<file path="src/rtl/aia_msi_pkg.sv">
// Shared constants, types and helpers for the AIA MSI capture block.
package aia_msi_pkg;

  localparam int unsigned PAGE_SHIFT = 12;

  localparam logic [11:0] SETEIPNUM_LE_OFF = 12'h000;
  localparam logic [11:0] SETEIPNUM_BE_OFF = 12'h004;

  // Packed width of one queued MSI {file, id}.
  function automatic int unsigned msi_entry_w(input int unsigned file_w,
                                              input int unsigned src_w);
    return file_w + src_w;
  endfunction

  // Reverse byte order of a 32-bit word (seteipnum_be payload).
  function automatic logic [31:0] bswap32(input logic [31:0] w);
    return {w[7:0], w[15:8], w[23:16], w[31:24]};
  endfunction

endpackage

</file>
<file path="src/rtl/aia_msi_fifo.sv">
// Generic synchronous FIFO; a push while full is accepted when a pop happens the same cycle.
module aia_msi_fifo #(
  parameter int unsigned DEPTH = 4,
  parameter type         T     = logic [7:0],
  localparam int unsigned CNT_W = $clog2(DEPTH + 1)
) (
  input  logic             clk_i,
  input  logic             rst_i,
  input  logic             push_i,
  input  T                 data_i,
  input  logic             pop_i,
  output T                 data_o,
  output logic             full_o,
  output logic             empty_o,
  output logic [CNT_W-1:0] count_o
);

  localparam int unsigned PTR_W = $clog2(DEPTH);

  T                 mem_q [DEPTH];
  T                 mem_d [DEPTH];
  logic [PTR_W-1:0] wr_ptr_q, wr_ptr_d;
  logic [PTR_W-1:0] rd_ptr_q, rd_ptr_d;
  logic [CNT_W-1:0] cnt_q, cnt_d;
  logic             push_ok_c;
  logic             pop_ok_c;

  assign full_o  = (cnt_q == CNT_W'(DEPTH));
  assign empty_o = (cnt_q == '0);
  assign count_o = cnt_q;
  assign data_o  = empty_o ? '0 : mem_q[rd_ptr_q];

  // Next-state for storage, pointers and occupancy.
  always_comb begin
    mem_d     = mem_q;
    wr_ptr_d  = wr_ptr_q;
    rd_ptr_d  = rd_ptr_q;
    cnt_d     = cnt_q;
    pop_ok_c  = pop_i & ~empty_o;
    push_ok_c = push_i & (~full_o | pop_ok_c);
    if (push_ok_c) begin
      mem_d[wr_ptr_q] = data_i;
      wr_ptr_d        = PTR_W'(wr_ptr_q + 1'b1);
    end
    if (pop_ok_c) begin
      rd_ptr_d = PTR_W'(rd_ptr_q + 1'b1);
    end
    case ({push_ok_c, pop_ok_c})
      2'b10:   cnt_d = CNT_W'(cnt_q + 1'b1);
      2'b01:   cnt_d = CNT_W'(cnt_q - 1'b1);
      default: cnt_d = cnt_q;
    endcase
  end

  // State registers with synchronous reset.
  always_ff @(posedge clk_i) begin
    if (rst_i) begin
      mem_q    <= '{default: '0};
      wr_ptr_q <= '0;
      rd_ptr_q <= '0;
      cnt_q    <= '0;
    end else begin
      mem_q    <= mem_d;
      wr_ptr_q <= wr_ptr_d;
      rd_ptr_q <= rd_ptr_d;
      cnt_q    <= cnt_d;
    end
  end

endmodule

</file>
<file path="src/rtl/aia_msi_capture.sv">
// Decodes IMSIC seteipnum writes from the register strobe and queues {file, id} MSIs.
module aia_msi_capture
  import aia_msi_pkg::*;
#(
  parameter int unsigned AXI_ADDR_WIDTH = 64,
  parameter int unsigned AXI_DATA_WIDTH = 64,
  parameter int unsigned NR_INTP_FILES  = 2,
  parameter int unsigned NR_SRC_W       = 6,
  parameter int unsigned FIFO_DEPTH     = 4,
  parameter int unsigned CNT_W          = 16,
  localparam int unsigned FILE_W = (NR_INTP_FILES > 1) ? $clog2(NR_INTP_FILES) : 1
) (
  input  logic                      clk_i,
  input  logic                      rst_i,
  input  logic [AXI_ADDR_WIDTH-1:0] addr_i,
  input  logic                      en_i,
  input  logic                      we_i,
  input  logic [AXI_DATA_WIDTH-1:0] wdata_i,
  output logic [AXI_DATA_WIDTH-1:0] rdata_o,
  output logic                      msi_valid_o,
  input  logic                      msi_ready_i,
  output logic [FILE_W-1:0]         msi_file_o,
  output logic [NR_SRC_W-1:0]       msi_id_o,
  output logic [CNT_W-1:0]          drop_cnt_o,
  output logic                      overflow_o
);

  localparam int unsigned FCNT_W = $clog2(FIFO_DEPTH + 1);

  typedef struct packed {
    logic [FILE_W-1:0]   file;
    logic [NR_SRC_W-1:0] id;
  } msi_entry_t;

  // Elaboration-time parameter legality.
  if (AXI_DATA_WIDTH != 32 && AXI_DATA_WIDTH != 64) begin : g_bad_dw
    $error("aia_msi_capture: AXI_DATA_WIDTH must be 32 or 64");
  end
  if ($bits(msi_entry_t) != msi_entry_w(FILE_W, NR_SRC_W)) begin : g_bad_entry
    $error("aia_msi_capture: msi_entry_t width mismatch");
  end

  logic [11:0]       offset_c;
  logic [31:0]       word_c;
  logic [31:0]       id_raw_c;
  logic [FILE_W-1:0] file_c;
  logic              is_le_c;
  logic              is_be_c;
  logic              id_ok_c;
  logic              push_req_c;
  logic              pop_c;
  logic              drop_c;
  msi_entry_t        entry_c;
  msi_entry_t        head_c;
  logic              fifo_full_c;
  logic              fifo_empty_c;
  logic [FCNT_W-1:0] fifo_count_unused;
  logic              unused_c;

  logic [CNT_W-1:0]  drop_cnt_q, drop_cnt_d;
  logic              overflow_q, overflow_d;

  // seteipnum registers always read as zero.
  assign rdata_o = '0;

  // Pick the 32-bit word addressed inside the data bus.
  if (AXI_DATA_WIDTH == 64) begin : g_lane64
    assign word_c = addr_i[2] ? wdata_i[63:32] : wdata_i[31:0];
  end else begin : g_lane32
    assign word_c = wdata_i[31:0];
  end

  // Interrupt-file page select; the upper address bits were decoded upstream.
  if (NR_INTP_FILES > 1) begin : g_file
    assign file_c = addr_i[PAGE_SHIFT +: FILE_W];
  end else begin : g_file1
    assign file_c = '0;
  end

  // Register match, identity validation and push request.
  always_comb begin
    offset_c   = addr_i[11:0];
    is_le_c    = (offset_c == SETEIPNUM_LE_OFF);
    is_be_c    = (offset_c == SETEIPNUM_BE_OFF);
    id_raw_c   = is_be_c ? bswap32(word_c) : word_c;
    id_ok_c    = (id_raw_c != 32'd0) && ((id_raw_c >> NR_SRC_W) == 32'd0);
    push_req_c = en_i & we_i & (is_le_c | is_be_c) & id_ok_c;
    entry_c    = '{file: file_c, id: id_raw_c[NR_SRC_W-1:0]};
  end

  aia_msi_fifo #(
    .DEPTH (FIFO_DEPTH),
    .T     (msi_entry_t)
  ) u_fifo (
    .clk_i   (clk_i),
    .rst_i   (rst_i),
    .push_i  (push_req_c),
    .data_i  (entry_c),
    .pop_i   (pop_c),
    .data_o  (head_c),
    .full_o  (fifo_full_c),
    .empty_o (fifo_empty_c),
    .count_o (fifo_count_unused)
  );

  assign msi_valid_o = ~fifo_empty_c;
  assign msi_file_o  = head_c.file;
  assign msi_id_o    = head_c.id;
  assign pop_c       = ~fifo_empty_c & msi_ready_i;

  // A push lost to a full FIFO bumps the saturating counter and sets the sticky flag.
  always_comb begin
    drop_cnt_d = drop_cnt_q;
    overflow_d = overflow_q;
    drop_c     = push_req_c & fifo_full_c & ~pop_c;
    if (drop_c) begin
      overflow_d = 1'b1;
      if (drop_cnt_q != '1) begin
        drop_cnt_d = CNT_W'(drop_cnt_q + 1'b1);
      end
    end
  end

  // Drop bookkeeping registers.
  always_ff @(posedge clk_i) begin
    if (rst_i) begin
      drop_cnt_q <= '0;
      overflow_q <= 1'b0;
    end else begin
      drop_cnt_q <= drop_cnt_d;
      overflow_q <= overflow_d;
    end
  end

  assign drop_cnt_o = drop_cnt_q;
  assign overflow_o = overflow_q;

  // Address bits outside the page/lane decode and unselected data are intentionally unused.
  assign unused_c = ^{addr_i, wdata_i, fifo_count_unused};

endmodule
</file>
<file path="config.mk">
export PLATFORM = sky130hd
export DESIGN_NAME = aia_msi_capture
export DESIGN_NICKNAME = d
export VERILOG_FILES = /design/src/rtl/aia_msi_pkg.sv /design/src/rtl/aia_msi_fifo.sv /design/src/rtl/aia_msi_capture.sv
export SDC_FILE = /design/constraint.sdc
export NUM_CORES = 1
export LEC_CHECK = 0
export ABC_AREA = 1
export CAP_MARGIN = 20
export CORE_UTILIZATION = 36
export CTS_CLUSTER_DIAMETER = 150
export DETAILED_ROUTE_END_ITERATION = 10
export PLACE_DENSITY = 0.79
export SYNTH_ARGS = -nofsm -noshare
export SYNTH_HDL_FRONTEND = slang
export SYNTH_HIERARCHICAL = 1
export SYNTH_SLANG_ARGS = --single-unit
export TNS_END_PERCENT = 30
</file>
<file path="constraint.sdc">
create_clock -name clk_i -period 2.9 [get_ports clk_i]
set_input_delay 0.58 -clock clk_i [delete_from_list [all_inputs] [get_ports clk_i]]
set_output_delay 0.58 -clock clk_i [all_outputs]
set_load 0.01 [all_outputs]
</file>
==> results of run 1 <==
what timing repair did:
item,4_1_cts,5_1_grt
buffers inserted,0,2
setup endpoints to repair,0,3
gates resized for setup,0,5
routing by layer:
layer	part of all wire, %	global-route usage [%]	up-vias
li1	-	-	2090
met5	0	0	-
met3	6.6	4.00	4
met1	46	22.8	1728
met2	47	29.5	140
met4	0.42	3.82	0
worst max-delay path: stages:
cell and delay [ns]:
clkdlybuf4s50_1 0.40, nor2_1 0.10, nand2_1 0.09, nor2_4 0.15, nand2_4 0.09, nand2_1 0.07, nand2_1 0.07, nor2_1 0.13
nand3_2 0.10, and2_4 0.18, nand2_4 0.06, ha_4 0.12, inv_2 0.04, fa_2 0.33, or2_4 0.26, nand2_2 0.06
nand2_1 0.05, nand2_1 0.05, nor2_1 0.03
final cells by class:
type	instances	area (um^2)	area share, %
Timing Repair Buffer	141	1330	25.2
Clock inverter	1	30.0	0.571
Tap cell	140	175	3.33
Sequential cell	52	1040	19.8
Inverter	98	373	7.09
Multi-Input combinational cell	464	2220	42.1
Clock buffer	7	96.3	1.83
power by group:
part | internal (W) | total, W | switching (W) | leakage (nW)
logic | 0.000137 | 0.000264 | 0.000126 | 1.88
registers | 0.000713 | 0.000713 | 0.00000000000000154 | 0.419
clock network | 0.000305 | 0.000551 | 0.000246 | 0.0645
per-stage QoR:
stage | utilization, % | cells | hold WS, ns | total power, W | TNS [ns]
after floorplan | - | 702 | 0.468 | 0.000913 | 0
after global placement | 47.1 | 893 | 0.460 | 0.000988 | -1.11
after detailed placement | 47.1 | 893 | 0.467 | 0.000989 | -1.03
after CTS | 48.3 | 901 | 0.488 | 0.00154 | 0
after global routing | 48.5 | 903 | 0.518 | 0.00160 | -0.0424
final | 48.5 | 903 | 0.479 | 0.00153 | 0
worst max-delay path by stage:
stage                                          end  slack, ns
floorplan           u_fifo/count_o[2]$_SDFFE_PP0P_      0.003
global placement    u_fifo/count_o[2]$_SDFFE_PP0P_      -0.26
detailed placement  u_fifo/count_o[2]$_SDFFE_PP0P_      -0.27
CTS                 u_fifo/count_o[2]$_SDFFE_PP0P_       0.05
global route        u_fifo/count_o[2]$_SDFFE_PP0P_      -0.04
finish              u_fifo/count_o[2]$_SDFFE_PP0P_       0.14
placed cells by master (no fill, tap or decap), types with 8 or more instances in the layout:
master	count
nand4_1	30
nand2_1	145
nor2_1	92
buf_4	34
conb_1	64
nand3_1	25
a21oi_1	33
nor2_2	8
clkdlybuf4s50_1	105
dfxtp_1	52
o21ai_0	18
inv_1	94
state kept, by name, indices dropped and copies added, names as in the netlist:
| signal | cells |
|---|---|
| u_fifo/mem_q | 28 |
| drop_cnt_o | 16 |
| u_fifo/count_o | 3 |
| u_fifo/rd_ptr_q | 2 |
| u_fifo/wr_ptr_q | 2 |
| overflow_o | 1 |
cells by family (layout without fill, tap and decap cells):
logic type               Yosys count  after routing
AND/OR/NAND/NOR                  335            335
buffers and inverters            186            247
AO/OA/AOI/OAI                     57             57
flip-flops                        52             52
adder cells (fa/ha/maj)            7              7
other                              1             64
XOR/XNOR                           1              1
==> key figures, run 1 <==
Timing
  – Final WS setup: about 0.14 ns
  – RSZ-0062 raised after global routing: yes
  – Final Max Tran Viols: 0
  – Setup-failing EPs final: 0
  – Crit share post-route: 95.2%
  – Final min period: ~2.8 ns
  – Clock Skew: between 0.005 and 0.006 ns
  – Final Hold Vio Count: 0
  – Fmax: around 360 MHz

Synthesis
  – Register area share after synthesis: between 20% and 30%
  – Top cell type's share of synthesized area: between 20% and 30%
  – Netlist Area Pre-Place: approximately 4000 um^2
  – Post-Synth XOR/XNOR Area: less than 1%
  – Yosys top cell by area: dfxtp_1
  – Largest family of logic cells by synthesized area: simple AND/OR/NAND/NOR gates
  – Syn Inst Count: between 600 and 700
  – Most common cell in the netlist: nand2_1
  – Mux contribution to synthesized area: 0%
  – EDFF count, synth: 0
  – Simple-gate share of the synthesized area: 38.2%
  – Synth Flop Type: dfxtp_1
  – Top cells by area, synth: dfxtp_1 26%, nand2_1 14%, buf_4 12%
  – Commonest cells in the netlist: 148 x nand2_1, 95 x inv_1, 94 x nor2_1
  – Compound-Gate Fraction of Synth Area: under 10%
  – Ys async rst share: 0%
  – Post-synthesis cell type count: 37
  – Seq cells post-synth: 52
  – Syn avg cell area: 6.25 um^2
  – Yosys Warn Count: 6
  – Area share of fa/ha/maj cells after synthesis: 2.38%

Worst hold path
  – HP Class: flip-flop to flip-flop
  – Hold Startpoint: overflow_o$_SDFFE_PP0P_
  – Hold Path Cell Cnt: 2
  – WHS Endpoint: overflow_o$_SDFFE_PP0P_

Pwr
  – Power Density: approximately 290 nW/um^2
  – VDD IR-drop max: slightly above 0.2 mV
  – Leakage: 2.37 nW

Detailed routing
  – Wire length per cell: 11.0 um
  – Routed via count: 3,962
  – Vias per inst: about 4.4
  – Pre-Repair DR Iteration Count: 4
  – DRC: 0
  – Post-Route WL: 9920 um
  – Starting DRC count in detailed routing: around 150
  – Antenna Nets Post-Route: 0

Final layout
  – Layout cell share with drive strength beyond 1: approximately a tenth
  – Fillers: approximately 1,100
  – Final #Nets: roughly 900
  – Fin area: about 5300 um^2
  – Area Growth Syn to Fin: 31.7%
  – Ant diodes: 0

Floorplan
  – Row count: 38
  – Die Ht: about 110 um
  – Die Wd: about 110 um
  – Initial Utilization: approximately 37%
  – Io pins: 222
  – DIE AREA: around 12,000 um^2
  – Core region area: around 11,000 um^2

Placed design
  – RD Place Congestion: about 0.84
  – # port buffers: ~110
  – Setup WS pre-CTS: -0.269 ns
  – Placed cell area: 5110 um^2
  – Final HPWL DP: approximately 7600 um

Global routing
  – First-pass GRT wire length: about 16,000 um
  – Initial antenna violation count: 0
  – Number of global-route vias before repair: about 3,600
  – Total global-route track usage: 17.6%
  – Grt ovf: 0
  – Largest net degree at the start of global routing: 33

Clock network
  – CTS clock-pin slew for the worst setup and hold paths: 0.09 ns
  – Root buffer cell: clkbuf_8
  – CTS buffer count: 5
  – Clock buffer depth: 2
  – TritonCTS clock tree: built
  – H-tree depth: 2
  – CTS Hold Bufs: 0
  – Clock sink count: 52
  – Skew-Pair Late Insertion Delay: 0.30 ns

Critical path
  – Reg2reg setup slack: between 0.7 and 0.8 ns
  – FF-to-FF path depth: 14
  – CP Max Fanout: 8
  – Required @ worst endpoint: a little over 3 ns
  – Crit. End Element: flip-flop
  – Setup crit start: addr_i[5]
  – Reg-to-Reg End: u_fifo/count_o[2]$_SDFFE_PP0P_
  – CP Launch Type: input pin
  – Critical Path AT: between 2 and 3 ns
  – Crit Path Class: input pin to flip-flop
  – Reg2reg start: u_fifo/count_o[1]$_SDFFE_PP0P_

Run status
  – Status: completed

Run
  – Max Cap Viol: 0
Power figures use the tool's default switching activity.
==> run 2: changes to the inputs <==
Settings changed: CTS_CLUSTER_DIAMETER 150 to not set.
==> results of run 2 <==
The final DEF is identical to that of run 1; final timing and power are the same.
